**config.mk**
```make
export PLATFORM = sky130hd
export DESIGN_NAME = csa_tree_adder
export DESIGN_NICKNAME = d
export VERILOG_FILES = /design/src/rtl/csa_pkg.sv /design/src/rtl/csa_3to2.sv /design/src/rtl/csa_tree_adder.sv
export SDC_FILE = /design/constraint.sdc
export NUM_CORES = 1
export LEC_CHECK = 0
export BUFFER_PORTS_ARGS = -buffer_cell sky130_fd_sc_hd__buf_4
export CORE_ASPECT_RATIO = 0.6
export CORE_MARGIN = 8
export CORE_UTILIZATION = 30
export DETAILED_ROUTE_END_ITERATION = 8
export SYNTH_ARGS = -nofsm -noshare
export SYNTH_HDL_FRONTEND = slang
export SYNTH_SLANG_ARGS = --single-unit
```
**constraint.sdc**
```tcl
create_clock -name clk -period 4.1 [get_ports clk]
set_input_delay 0.41 -clock clk [delete_from_list [all_inputs] [get_ports clk]]
set_output_delay 0.41 -clock clk [all_outputs]
set_load 0.02 [all_outputs]
```
**src/rtl/csa_pkg.sv**
```systemverilog
// -----------------------------------------------------------------------------
// csa_pkg
// Shared elaboration helpers for the carry-save adder tree.
//   CSA_MAX_OPS    : largest supported operand count.
//   csa_vec_count  : number of vectors entering a given compressor level.
//   csa_levels     : number of 3:2 levels needed to reduce n vectors to 2.
// Each 3:2 level turns every full group of three vectors into two and passes
// a leftover one or two vectors straight through.
// -----------------------------------------------------------------------------
package csa_pkg;

    localparam int CSA_MAX_OPS = 16;

    // Vector count after one compressor level.
    function automatic int csa_step(input int n);
        return (n / 3) * 2 + (n % 3);
    endfunction

    // Vectors entering level 'level' (level 0 is the extended operand set).
    function automatic int csa_vec_count(input int n, input int level);
        int cnt;
        cnt = n;
        for (int i = 0; i < CSA_MAX_OPS; i++) begin
            if (i < level && cnt > 2) begin
                cnt = csa_step(cnt);
            end
        end
        return cnt;
    endfunction

    // Levels until only two vectors remain (3->1, 4->2, 6->3, 9->4, 16->6).
    function automatic int csa_levels(input int n);
        int cnt;
        int lv;
        cnt = n;
        lv  = 0;
        for (int i = 0; i < CSA_MAX_OPS; i++) begin
            if (cnt > 2) begin
                cnt = csa_step(cnt);
                lv  = lv + 1;
            end
        end
        return lv;
    endfunction

endpackage

```
**src/rtl/csa_3to2.sv**
```systemverilog
// -----------------------------------------------------------------------------
// csa_3to2
// Purely combinational 3:2 carry-save compressor row (one full adder per bit).
// Parameters:
//   OUT_W : vector width.
// Ports:
//   a, b, c : input vectors.
//   sum     : bitwise a^b^c.
//   carry   : bitwise majority(a,b,c) shifted left by one, truncated to OUT_W.
// -----------------------------------------------------------------------------
module csa_3to2
    import csa_pkg::*;
#(
    parameter int OUT_W = 7
) (
    input  logic [OUT_W-1:0] a,
    input  logic [OUT_W-1:0] b,
    input  logic [OUT_W-1:0] c,
    output logic [OUT_W-1:0] sum,
    output logic [OUT_W-1:0] carry
);

    assign sum   = a ^ b ^ c;
    // The carry out of bit OUT_W-1 is dropped: the tree works modulo 2^OUT_W.
    assign carry = ((a & b) | (a & c) | (b & c)) << 1;

endmodule

```
**src/rtl/csa_tree_adder.sv**
```systemverilog
// -----------------------------------------------------------------------------
// csa_tree_adder
// Pipelined multi-operand adder: NUM_OPS operands of WIDTH bits are extended to
// OUT_W bits, reduced to two vectors by a registered tree of 3:2 compressors,
// and summed by a registered carry-propagate adder.
// Latency is csa_levels(NUM_OPS)+2 cycles from accept to out_valid.
//
// Parameters:
//   WIDTH   : operand width (2..32).
//   NUM_OPS : operand count (3..16).
//   OUT_W   : derived result width WIDTH+$clog2(NUM_OPS).
//
// Ports:
//   clk        : clock, rising edge.
//   reset      : asynchronous, active-high; clears every register.
//   flush      : (only with CSA_FLUSH_EN) drops all in-flight transactions.
//   in_valid   : operand set present on in_ops.
//   in_ready   : operand set is accepted this cycle.
//   in_signed  : 1 = operands are two's complement, 0 = unsigned.
//   in_ops     : operand k at bits [k*WIDTH +: WIDTH].
//   out_valid  : out_result holds a completed sum.
//   out_ready  : downstream takes out_result.
//   out_result : sum modulo 2^OUT_W.
//
// Optional feature macro: CSA_FLUSH_EN (adds the flush port).
//
// Flow control is a single global stall: while the output is held, every
// stage holds; otherwise every stage advances. Empty slots are not collapsed.
// -----------------------------------------------------------------------------
module csa_tree_adder
    import csa_pkg::*;
#(
    parameter  int WIDTH   = 4,
    parameter  int NUM_OPS = 6,
    localparam int OUT_W   = WIDTH + $clog2(NUM_OPS)
) (
    input  logic                     clk,
    input  logic                     reset,
`ifdef CSA_FLUSH_EN
    input  logic                     flush,
`endif
    input  logic                     in_valid,
    output logic                     in_ready,
    input  logic                     in_signed,
    input  logic [NUM_OPS*WIDTH-1:0] in_ops,
    output logic                     out_valid,
    input  logic                     out_ready,
    output logic [OUT_W-1:0]         out_result
);

    localparam int LEVELS = csa_levels(NUM_OPS);

    logic stall;
    logic advance;
    logic flush_req;

    assign stall   = out_valid && !out_ready;
    assign advance = !stall;

`ifdef CSA_FLUSH_EN
    assign flush_req = flush;
`else
    assign flush_req = 1'b0;
`endif

    // A flush cycle refuses input so the dropped set is never reported as taken.
    assign in_ready = advance && !flush_req;

    // Extend one operand to OUT_W bits, sign- or zero-filled.
    function automatic logic [OUT_W-1:0] extend_op(input logic [WIDTH-1:0] op,
                                                   input logic             is_signed);
        logic signed [WIDTH-1:0] s_op;
        logic signed [OUT_W-1:0] s_ext;
        s_op  = op;
        s_ext = s_op;
        return is_signed ? s_ext : {{(OUT_W-WIDTH){1'b0}}, op};
    endfunction

    // lvl[0] holds the extended operands; lvl[l] holds the output of
    // compressor level l. lvl[LEVELS] always carries exactly two vectors.
    for (genvar l = 0; l <= LEVELS; l++) begin : lvl
        localparam int N = csa_vec_count(NUM_OPS, l);

        logic [OUT_W-1:0] vec_p [N];
        logic             vld_p;

        if (l == 0) begin : g_in
            // ---- stage p0: operand extension register ----
            logic [OUT_W-1:0] ext [N];

            for (genvar k = 0; k < N; k++) begin : g_ext
                assign ext[k] = extend_op(in_ops[k*WIDTH +: WIDTH], in_signed);
            end

            always_ff @(posedge clk or posedge reset) begin
                if (reset) begin
                    for (int k = 0; k < N; k++) begin
                        vec_p[k] <= '0;
                    end
                end else if (advance) begin
                    for (int k = 0; k < N; k++) begin
                        vec_p[k] <= ext[k];
                    end
                end
            end

            always_ff @(posedge clk or posedge reset) begin
                if (reset) begin
                    vld_p <= 1'b0;
                end else if (flush_req) begin
                    vld_p <= 1'b0;
                end else if (advance) begin
                    vld_p <= in_valid;
                end
            end
        end else begin : g_csa
            // ---- stage p<l>: 3:2 compressor level register ----
            localparam int NP = csa_vec_count(NUM_OPS, l - 1);
            localparam int G  = NP / 3;
            localparam int R  = NP % 3;

            logic [OUT_W-1:0] nxt [N];

            for (genvar g = 0; g < G; g++) begin : g_grp
                csa_3to2 #(
                    .OUT_W (OUT_W)
                ) u_csa (
                    .a     (lvl[l-1].vec_p[3*g]),
                    .b     (lvl[l-1].vec_p[3*g+1]),
                    .c     (lvl[l-1].vec_p[3*g+2]),
                    .sum   (nxt[2*g]),
                    .carry (nxt[2*g+1])
                );
            end

            // Vectors that do not fill a group skip this level's compressors.
            for (genvar r = 0; r < R; r++) begin : g_pass
                assign nxt[2*G+r] = lvl[l-1].vec_p[3*G+r];
            end

            always_ff @(posedge clk or posedge reset) begin
                if (reset) begin
                    for (int k = 0; k < N; k++) begin
                        vec_p[k] <= '0;
                    end
                end else if (advance) begin
                    for (int k = 0; k < N; k++) begin
                        vec_p[k] <= nxt[k];
                    end
                end
            end

            always_ff @(posedge clk or posedge reset) begin
                if (reset) begin
                    vld_p <= 1'b0;
                end else if (flush_req) begin
                    vld_p <= 1'b0;
                end else if (advance) begin
                    vld_p <= lvl[l-1].vld_p;
                end
            end
        end
    end

    // ---- output stage: carry-propagate adder register ----
    always_ff @(posedge clk or posedge reset) begin
        if (reset) begin
            out_valid  <= 1'b0;
            out_result <= '0;
        end else begin
            if (flush_req) begin
                out_valid <= 1'b0;
            end else if (advance) begin
                out_valid <= lvl[LEVELS].vld_p;
            end
            if (advance) begin
                out_result <= lvl[LEVELS].vec_p[0] + lvl[LEVELS].vec_p[1];
            end
        end
    end

endmodule
```
After elaboration in Yosys (flattened, before gate mapping) --
Cells that the tools add are included.
Cells by class: $add $sub $neg 1, bitwise logic cells 28, muxes and demuxes 6, reduce and logical (&&, ||, !) cells 3
Operators by type and width (count):
- $and A6 B6 Y6 | 12
- $xor A7 B7 Y7 | 8
- $or A6 B6 Y6 | 8
- $mux W7 | 6
- $add A7 B7 Y7 | 1
- $logic_not A1 Y1 | 2
- $logic_and A1 B1 Y1 | 1
Word-level totals: flip-flop bits (word level) 112, input port bits 29

Logic depth before layout (Yosys ltp) --
Gate-level depths: netlist (run 1).
depth after elaboration 3, gate-level depth with buffers 7, gate-level depth less buffers 6

Cells and area by module --
From an unflattened synthesis (run 1), not the netlist that was laid out.
Second synthesis, totals: cells, all modules 505, area, all modules 4798.4 µm²
Modules (own cells, without submodules):
- csa_tree_adder | instances 1, area an instance 4177.8 µm², cells an instance 469
- csa_3to2 | instances 4, area an instance 155.1 µm², cells an instance 9

Worst setup path after synthesis (run 1) --
No wires, ideal clock.
path type reg-to-reg, start point register lvl[3].vec_p[2] (netlist bit), end point register out_result[6], slack 2.522 ns, clock period less this slack 1.578 ns, path buffers 0, stages on the path, launching flop included 7, required time 4.013 ns, arrival time 1.492 ns, cell sequence dfrtp_1 > ha_1 > inv_1 > fa_1 > nand2b_1 > a2111o_1 > o211ai_1
On the way: longest elaborated chain between the ends 1
RTL lines:
- start: declaration | RTL line csa_tree_adder.sv:84 | logic [OUT_W-1:0] vec_p [N];
- start signal: indexed assignment | RTL line csa_tree_adder.sv:148 | vec_p[k] <= nxt[k];
- $add A7 B7 Y7 | RTL line csa_tree_adder.sv:177 | out_result <= lvl[LEVELS].vec_p[0] + lvl[LEVELS].vec_p[1];
- end signal: assignment | RTL line csa_tree_adder.sv:177
- end: declaration | RTL line csa_tree_adder.sv:48 | output logic [OUT_W-1:0] out_result
Every way passes these cells. A chain may end at the register's enable or synchronous reset.

Worst setup path after layout (run 1) --
start point register out_valid, end point output in_ready
On the way: longest elaborated chain between the ends 2
RTL lines:
- start: declaration | RTL line csa_tree_adder.sv:46 | output logic out_valid,
- start signal: assignment | RTL line csa_tree_adder.sv:174 | out_valid <= lvl[LEVELS].vld_p;
- $logic_and A1 B1 Y1 | RTL line csa_tree_adder.sv:57 | assign stall = out_valid && !out_ready;
- $logic_not A1 Y1 | RTL line csa_tree_adder.sv:58 | assign advance = !stall;
- end: declaration | RTL line csa_tree_adder.sv:43 | output logic in_ready,
Every way passes these cells.

==> reports/metrics.cfg, run 1 <==
[run]
drv_cap = 0

[finish]
layout-drive-gt1-share_pct = 12.9
final_core_util_pct = 36.5
area_delta_synth_final_pct = 17.5
final_nets = 508
antennaDiodeCount = 0
final_area_sq_um = 4710
fin_cells = 628

[detailed_routing]
met1Wirelength_um = 3530
highest_layer = met4
wl_met2_um = 3480
post_drt_wl_per_cell_um = 12.0
drc = 0
vias_per_cell = 4.32
drtIter0Drc = 182
wl_met3_um = 401
antenna_left = 0
drtPass1Iterations = 4
vias = 2715
routed_wl_um = 7520

[cts]
numCtsBuffers = 9
post_cts_resized = 0
cts_tree = yes
cts_sinks = 91
h-tree-depth = 3
clkSlewWorstSetupHoldPaths_ns = 0.06
cts_hold_buf = 0
cts_setup_buffers = 0
cts_buffer_depth = 2
clk-insertion-delay-late_ns = 0.34
root_buffer = clkbuf_16

[floorplanning]
initial_core_util_pct = 31.0
dieArea_sq_um = 17500
die_h_um = 106
io-pin-count = 38
num_rows = 32
die_w_um = 165
core_sq_um = 12900

[sta]
maxSlewViolCount = 0
worstMarginPinSlew_ns = 1.01
worst_slew_margin_rel_pct = 32.6
hold-worst-slack_ns = 0.253
max_freq_mhz = 439
grt_setup_unrepaired = no
finalHoldViolCount = 0
period_needed_ns = 2.28
finalSetupViolCount = 0
setup_slack_ns = 1.82
tns_ns = 0
post-route-period-util_pct = 55.5
clock_skew_ns = 0.00607

[worst_setup_path]
worstRegToRegCells = 5
cp.arrival_ns = 1.87
startpoint_type = register
worst_setup_path_end_kind = output port
cp_slowest_cell = inv_2
cp_max_fo = 61
path_cells = nor2b_4 > inv_2 > buf_4
cpPeakStageDelay_ns = 0.72
crit_type = register to output port
required_ns = 3.69

[place]
place_congestion = 0.722
dpl_cell_area_sq_um = 4430
dpl_worst_slack_ns = 2.07
dp.cells = 612
dpl.hpwl_um = 5030
port_buffers = 37

[power_and_ir_drop]
total_power_mw = 3.48
p_leak_nw = 2.46
vdd_drop_max_mv = 0.227
powerDensity_nw_per_um2 = 738

[logic_synthesis]
yosysTopAreaCell = dfrtp_1
synth_area_per_cell_sq_um = 9.51
synth-edff-count = 0
async_reset_ff_share_pct = 100
ys_seq_elements = 91
syn_nets = 477
synth_top_area_share_pct = 56.8
netlist-cell-type-count = 25
dominantRegCellSynth = dfrtp_1
synth_cells = 422
ys_top_cells_by_area = dfrtp_1 (57%), nand2_1 (23%), fa_1 (10%), ha_1 (1.6%), buf_2 (1.5%)
yosys_warnings = 0
synth-seq-area-share_pct = 56.8
synth.cell_area_sq_um = 4010

[grt]
grt_pass1_wl_um = 13400
grt_pass1_vias = 2928
grt-ovfl-total = 0
grt_usage_pct = 9.47
grt_max_degree = 91
antenna_found_initial = 0

[outcome]
status = finished clean

[worst_hold_path]
hp-class = input pin to asynchronous set/reset pin

==> placed cells by master (no fill, tap or decap), drive strengths merged <==
| cell | netlist | final |
|---|---|---|
| a21oi | 4 | 4 |
| nor2 | 3 | 3 |
| clkinv | 0 | 2 |
| xor2 | 2 | 2 |
| clkinvlp | 0 | 3 |
| ha | 5 | 5 |
| fa | 21 | 21 |
| mux2i | 1 | 1 |
| o211ai | 1 | 1 |
| clkbuf | 6 | 11 |
| nand2b | 2 | 2 |
| inv | 7 | 7 |
| o2111ai | 1 | 1 |
| a22o | 1 | 1 |
| nand3 | 7 | 7 |
| buf | 14 | 40 |
| o21ai | 3 | 3 |
| a2111o | 1 | 1 |
| dfrtp | 91 | 91 |
| or4 | 1 | 1 |
| nor2b | 2 | 2 |
| nand2 | 248 | 248 |
| xnor2 | 1 | 1 |
==> sequential cells by signal, summed over array words and instances, names as in the netlist <==
name	cells
lvl.vec_p	79
out_result	7
lvl.vld_p	4
out_valid	1
==> critical path, delay by kind of cell (launching register included) <==
kind                   cells  cell delay [ns]
AND/OR/NAND/NOR            1             0.13
flip-flops                 1             0.38
buffers and inverters      2             1.00
==> cell type report <==
cell class | count | area, sq um
Sequential cell | 91 | 2280
Clock buffer | 11 | 253
Multi-Input combinational cell | 304 | 1610
Inverter | 7 | 27.5
Clock inverter | 5 | 36.3
Fill cell | 1322 | 8220
Timing Repair Buffer | 40 | 300
Tap cell | 170 | 213
==> synth_stat cells, types with 2 or more instances <==
master,count
ha_1,5
o21ai_0,3
nor2_1,3
fa_1,21
buf_2,12
nand3_1,7
dfrtp_1,91
a21oi_1,4
xor2_1,2
nand2_1,248
nand2b_1,2
clkbuf_1,6
inv_1,6
==> logic make-up (layout without fill, tap and decap cells) <==
| group | after synthesis | count (layout) | share of synthesized area [%] |
|---|---|---|---|
| mux | 1 | 1 | 0.249 |
| fa+ha+maj | 26 | 26 | 12.0 |
| simple gates | 263 | 263 | 25.4 |
| compound gates | 11 | 11 | 1.78 |
| xor+xnor | 3 | 3 | 0.655 |
| buf+inv | 27 | 63 | 3.18 |
| flops | 91 | 91 | 56.8 |
==> where the power goes <==
part	total (mW)	internal, mW	switching [mW]
registers	1.54	1.28	0.260
logic	1.15	0.479	0.673
clock network	0.787	0.445	0.343
total	3.48	2.20	1.28
==> metal layers <==
metal / GRT usage (%) / up-vias
li1: - / 1344
met1: 11.6 / 1320
met2: 15.1 / 38
met3: 3.65 / 13
met4: 3.24 / 0
met5: 0 / -
==> final timing paths <==
check,from,end,slack (ns)
min,reset,lvl[1].vld_p$_DFFE_PP0N_,0.25
max,out_valid$_DFFE_PP0N_,in_ready,1.82
min in group clk,in_ops[1],lvl[0].vec_p[36]$_DFFE_PP0N_,0.27
max reg2reg,out_valid$_DFFE_PP0N_,lvl[0].vec_p[8]$_DFFE_PP0N_,2.12
max in group asynchronous,reset,lvl[2].vec_p[13]$_DFFE_PP0N_,2.81
min reg2reg,lvl[2].vld_p$_DFFE_PP0N_,lvl[2].vld_p$_DFFE_PP0N_,0.47
Note: power is estimated with default switching activity, not from simulation.
==> run 2: changes to the inputs <==
ABC_AREA = 1   (was default)
clock period = 2.2 ns   (was 4.1 ns; I/O delays follow)
==> run 2 against run 1 <==
  * Critical path depth grew 1
  * Total power up 94%
  * Worst setup slack worse by 1.3 ns
  * Largest power group unchanged
  * Register-to-register slack worse by 1.4 ns
  * Highest routed layer unchanged
  * Utilization is 0.58 points lower
  * Hold slack lost 0.17 ns
  * First-iteration DRC count increased by 9.3%
  * Flip-flop and latch count unchanged
  * Final area increased by 2.1%
==> reports/metrics.cfg, run 2 <==
[logic_synthesis]
syn_nets = 482  ; was 477
netlist-cell-type-count = 19  ; was 25
ys_seq_elements = 91  ; unchanged
synth_area_per_cell_sq_um = 9.50  ; was 9.51 sq um
synth_commonest_cells = nand2_1 (232), dfrtp_1 (91), fa_1 (21)  ; was nand2_1 (248), dfrtp_1 (91), fa_1 (21)
synth_xor_area_share_pct = 0.432  ; was 0.655%
synth-simple-area-share_pct = 24.4  ; was 25.4%
synth-seq-area-share_pct = 56.2  ; was 56.8%
async_reset_ff_share_pct = 100  ; unchanged
dominantRegCellSynth = dfrtp_1  ; unchanged
synth_cells = 427  ; was 422
synth_most_common_cell = nand2_1  ; unchanged
synthMuxAreaShare_pct = 0  ; was 0.249%
synth_top_area_share_pct = 56.2  ; was 56.8%
synth_compound_area_share_pct = 2.34  ; was 1.78%
synth.cell_area_sq_um = 4060  ; was 4010 sq um
yosys_warnings = 0  ; unchanged
synth-edff-count = 0  ; unchanged
synth_top_family_by_area = simple AND/OR/NAND/NOR gates  ; unchanged
ys_top_cells_by_area = dfrtp_1 (56%), nand2_1 (21%), fa_1 (10%), o21ai_0 (2.2%), ha_1 (1.5%)  ; was dfrtp_1 (57%), nand2_1 (23%), fa_1 (10%), ha_1 (1.6%), buf_2 (1.5%)
synth_fa_ha_area_share_pct = 11.9  ; was 12.0%
yosysTopAreaCell = dfrtp_1  ; unchanged

[cts]
clk-insertion-delay-late_ns = 0.34  ; about the same
cts_tree = yes  ; unchanged
root_buffer = clkbuf_16  ; unchanged
cts_setup_buffers = 0  ; unchanged
clkSlewWorstSetupHoldPaths_ns = 0.06  ; about the same
h-tree-depth = 3  ; unchanged
cts_buffer_depth = 2  ; unchanged
numCtsBuffers = 9  ; unchanged
cts_sinks = 91  ; unchanged

[worst_hold_path]
hp-class = input pin to register  ; was input pin to asynchronous set/reset pin
hp-start = in_ops[16]
worst_hold_path.endpoint = lvl[0].vec_p[7]$_DFFE_PP0N_
hold_depth = 3

[detailed_routing]
routed_wl_um = 7560  ; was 7520 um
drtPass1Iterations = 4  ; unchanged
drc = 0  ; unchanged
vias_per_cell = 4.23  ; was 4.32
vias = 2709  ; was 2,715
drtIter0Drc = 199  ; was 182
antenna_left = 0  ; unchanged
post_drt_wl_per_cell_um = 11.8  ; was 12.0 um

[floorplanning]
core_sq_um = 13400  ; was 12,900 sq um
die_w_um = 166  ; was 165 um
die_h_um = 106  ; about the same
initial_core_util_pct = 30.2  ; was 31.0%
io-pin-count = 38  ; unchanged
dieArea_sq_um = 17600  ; was 17,500 sq um
num_rows = 33  ; was 32

[sta]
clock_skew_ns = 0.00636  ; was 0.00607 ns
worstMarginPinSlew_ns = 0.444  ; was 1.01 ns
maxSlewViolCount = 0  ; unchanged
tns_ns = 0  ; unchanged
finalSetupViolCount = 0  ; unchanged
worst_slew_margin_rel_pct = 70.3  ; was 32.6%
period_needed_ns = 1.69
post-route-period-util_pct = 76.7
grt_setup_unrepaired = no  ; unchanged
max_freq_mhz = 593
finalHoldViolCount = 0  ; unchanged

[grt]
antenna_found_initial = 0  ; unchanged
grt_max_degree = 91  ; unchanged
grt_usage_pct = 9.21  ; was 9.47%
grt_pass1_wl_um = 13400  ; about the same
grt-ovfl-total = 0  ; unchanged
grt_pass1_vias = 2756  ; was 2,928

[finish]
reg_top3 = lvl.vec_p: 79 flops, out_result: 7 flops, lvl.vld_p: 4 flops  ; unchanged
largest_register_ffs = 79  ; unchanged
final_nets = 515  ; was 508
area_delta_synth_final_pct = 18.7  ; was 17.5%
final_common_cell = nand2_1  ; unchanged
layout-drive-gt1-share_pct = 15.1  ; was 12.9%
regMostFlops = lvl.vec_p  ; unchanged
antennaDiodeCount = 0  ; unchanged
fin_cells = 640  ; was 628
layout_common_cells = nand2_1 (232), dfrtp_1 (91), buf_4 (37), fa_1 (21), o21ai_0 (18)  ; was nand2_1 (248), dfrtp_1 (91), buf_4 (40), fa_1 (21), clkbuf_16 (9)

[worst_setup_path]
cp.arrival_ns = 1.47  ; was 1.87 ns
required_ns = 1.98  ; was 3.69 ns
worst_setup_path_end_kind = output port  ; unchanged
cpPeakStageDelay_ns = 0.35  ; was 0.72 ns
cp_slowest_cell = dfrtp_1  ; was inv_2
path_cells = inv_1 > or2_2 > buf_12 > buf_4  ; was nor2b_4 > inv_2 > buf_4
r2r-start = out_valid$_DFFE_PP0N_  ; unchanged
reg2reg_to = out_result[1]$_DFFE_PP0N_  ; was lvl[0].vec_p[8]$_DFFE_PP0N_
r2r_slack_ns = 0.68  ; was 2.12 ns
worstRegToRegCells = 5  ; unchanged
cp_max_fo = 90  ; was 61
crit_type = register to output port  ; unchanged
startpoint_type = register  ; unchanged

[power_and_ir_drop]
total_power_mw = 6.76  ; was 3.48 mW
p_leak_nw = 2.49  ; was 2.46 nW
powerDensity_nw_per_um2 = 1400  ; was 738 nW/um^2
vdd_drop_max_mv = 0.753  ; was 0.227 mV

[place]
dpl.hpwl_um = 5040  ; was 5030 um
port_buffers = 37  ; unchanged
place_congestion = 0.721  ; was 0.722
dp.cells = 623  ; was 612

[run]
drv_cap = 0  ; unchanged

[outcome]
status = finished clean  ; unchanged

[run 2: changes by cell type after synthesis, moves of 3 or more]
cell	before	now
o21ai_0	3	18
nand2_2	0	10
inv_1	6	16
buf_2	12	5
buf_6	1	5
a21oi_1	4	1
nand2_1	248	232
[run 2: how the worst max path moves through the flow]
stage,start,endpoint,slack (ns)
CTS,out_valid$_DFFE_PP0N_,in_ready,0.47
detailed placement,out_valid$_DFFE_PP0N_,out_result[0]$_DFFE_PP0N_,0.68
global route,out_valid$_DFFE_PP0N_,in_ready,0.42
global placement,out_valid$_DFFE_PP0N_,out_result[1]$_DFFE_PP0N_,0.74
floorplan,lvl[3].vec_p[2]$_DFFE_PP0N_,out_result[6]$_DFFE_PP0N_,0.85
finish,out_valid$_DFFE_PP0N_,in_ready,0.51
[run 2: repair_timing]
action | in CTS | in global routing
resized for setup | 0 | 0
endpoints found under the setup margin | 0 | 0
endpoints found under the hold margin | 19 | 0
hold buffers | 1 | 0
[run 2: metal layers]
metal	GRT usage [%]	share of wire (%)
met3	4.77	7.1
met1	12.2	50
met5	0	0
met2	13.4	43
met4	1.36	0.52
[run 2: cell families (layout without fill, tap and decap cells)]
group / count (synthesis) / in the layout
and+or+nand+nor: 253 / 253
DFF: 91 / 91
buffers and inverters: 36 / 74
adders and majority gates: 26 / 26
AOI/OAI and AO/OA: 19 / 19
xor gates and xnor gates: 2 / 2
[run 2: power breakdown]
part | internal [mW] | leakage, nW | switching, mW
Clock | 0.973 | 0.148 | 0.612
Sequential | 2.38 | 1.11 | 0.512
Combinational | 0.963 | 1.23 | 1.32
Total | 4.32 | 2.49 | 2.44
[run 2: worst max-delay path, delay by kind of cell (launching register included)]
family        cells  cell delay, ns
simple gates      1            0.31
flops             1            0.35
buf+inv           3            0.46
[run 2: per-stage QoR]
stage | hold WS (ns) | util, % | worst slack [ns] | cell area [sq um]
floorplan | 0.337 | - | 0.851 | 4060
global placement | 0.254 | 33.5 | 0.738 | 4490
detailed placement | 0.266 | 33.5 | 0.680 | 4490
CTS | 0.0781 | 35.9 | 0.473 | 4810
global route | 0.0788 | 35.9 | 0.425 | 4810
finish | 0.0867 | 35.9 | 0.513 | 4810
[run 2: cell type report]
type / count / area (sq um)
clock buffer: 13 / 270
clock inverter: 3 / 45.0
fill: 1332 / 8600
inverter: 17 / 68.8
multi-input combinational: 300 / 1590
sequential: 91 / 2280
tap: 175 / 219
timing repair buffer: 41 / 348
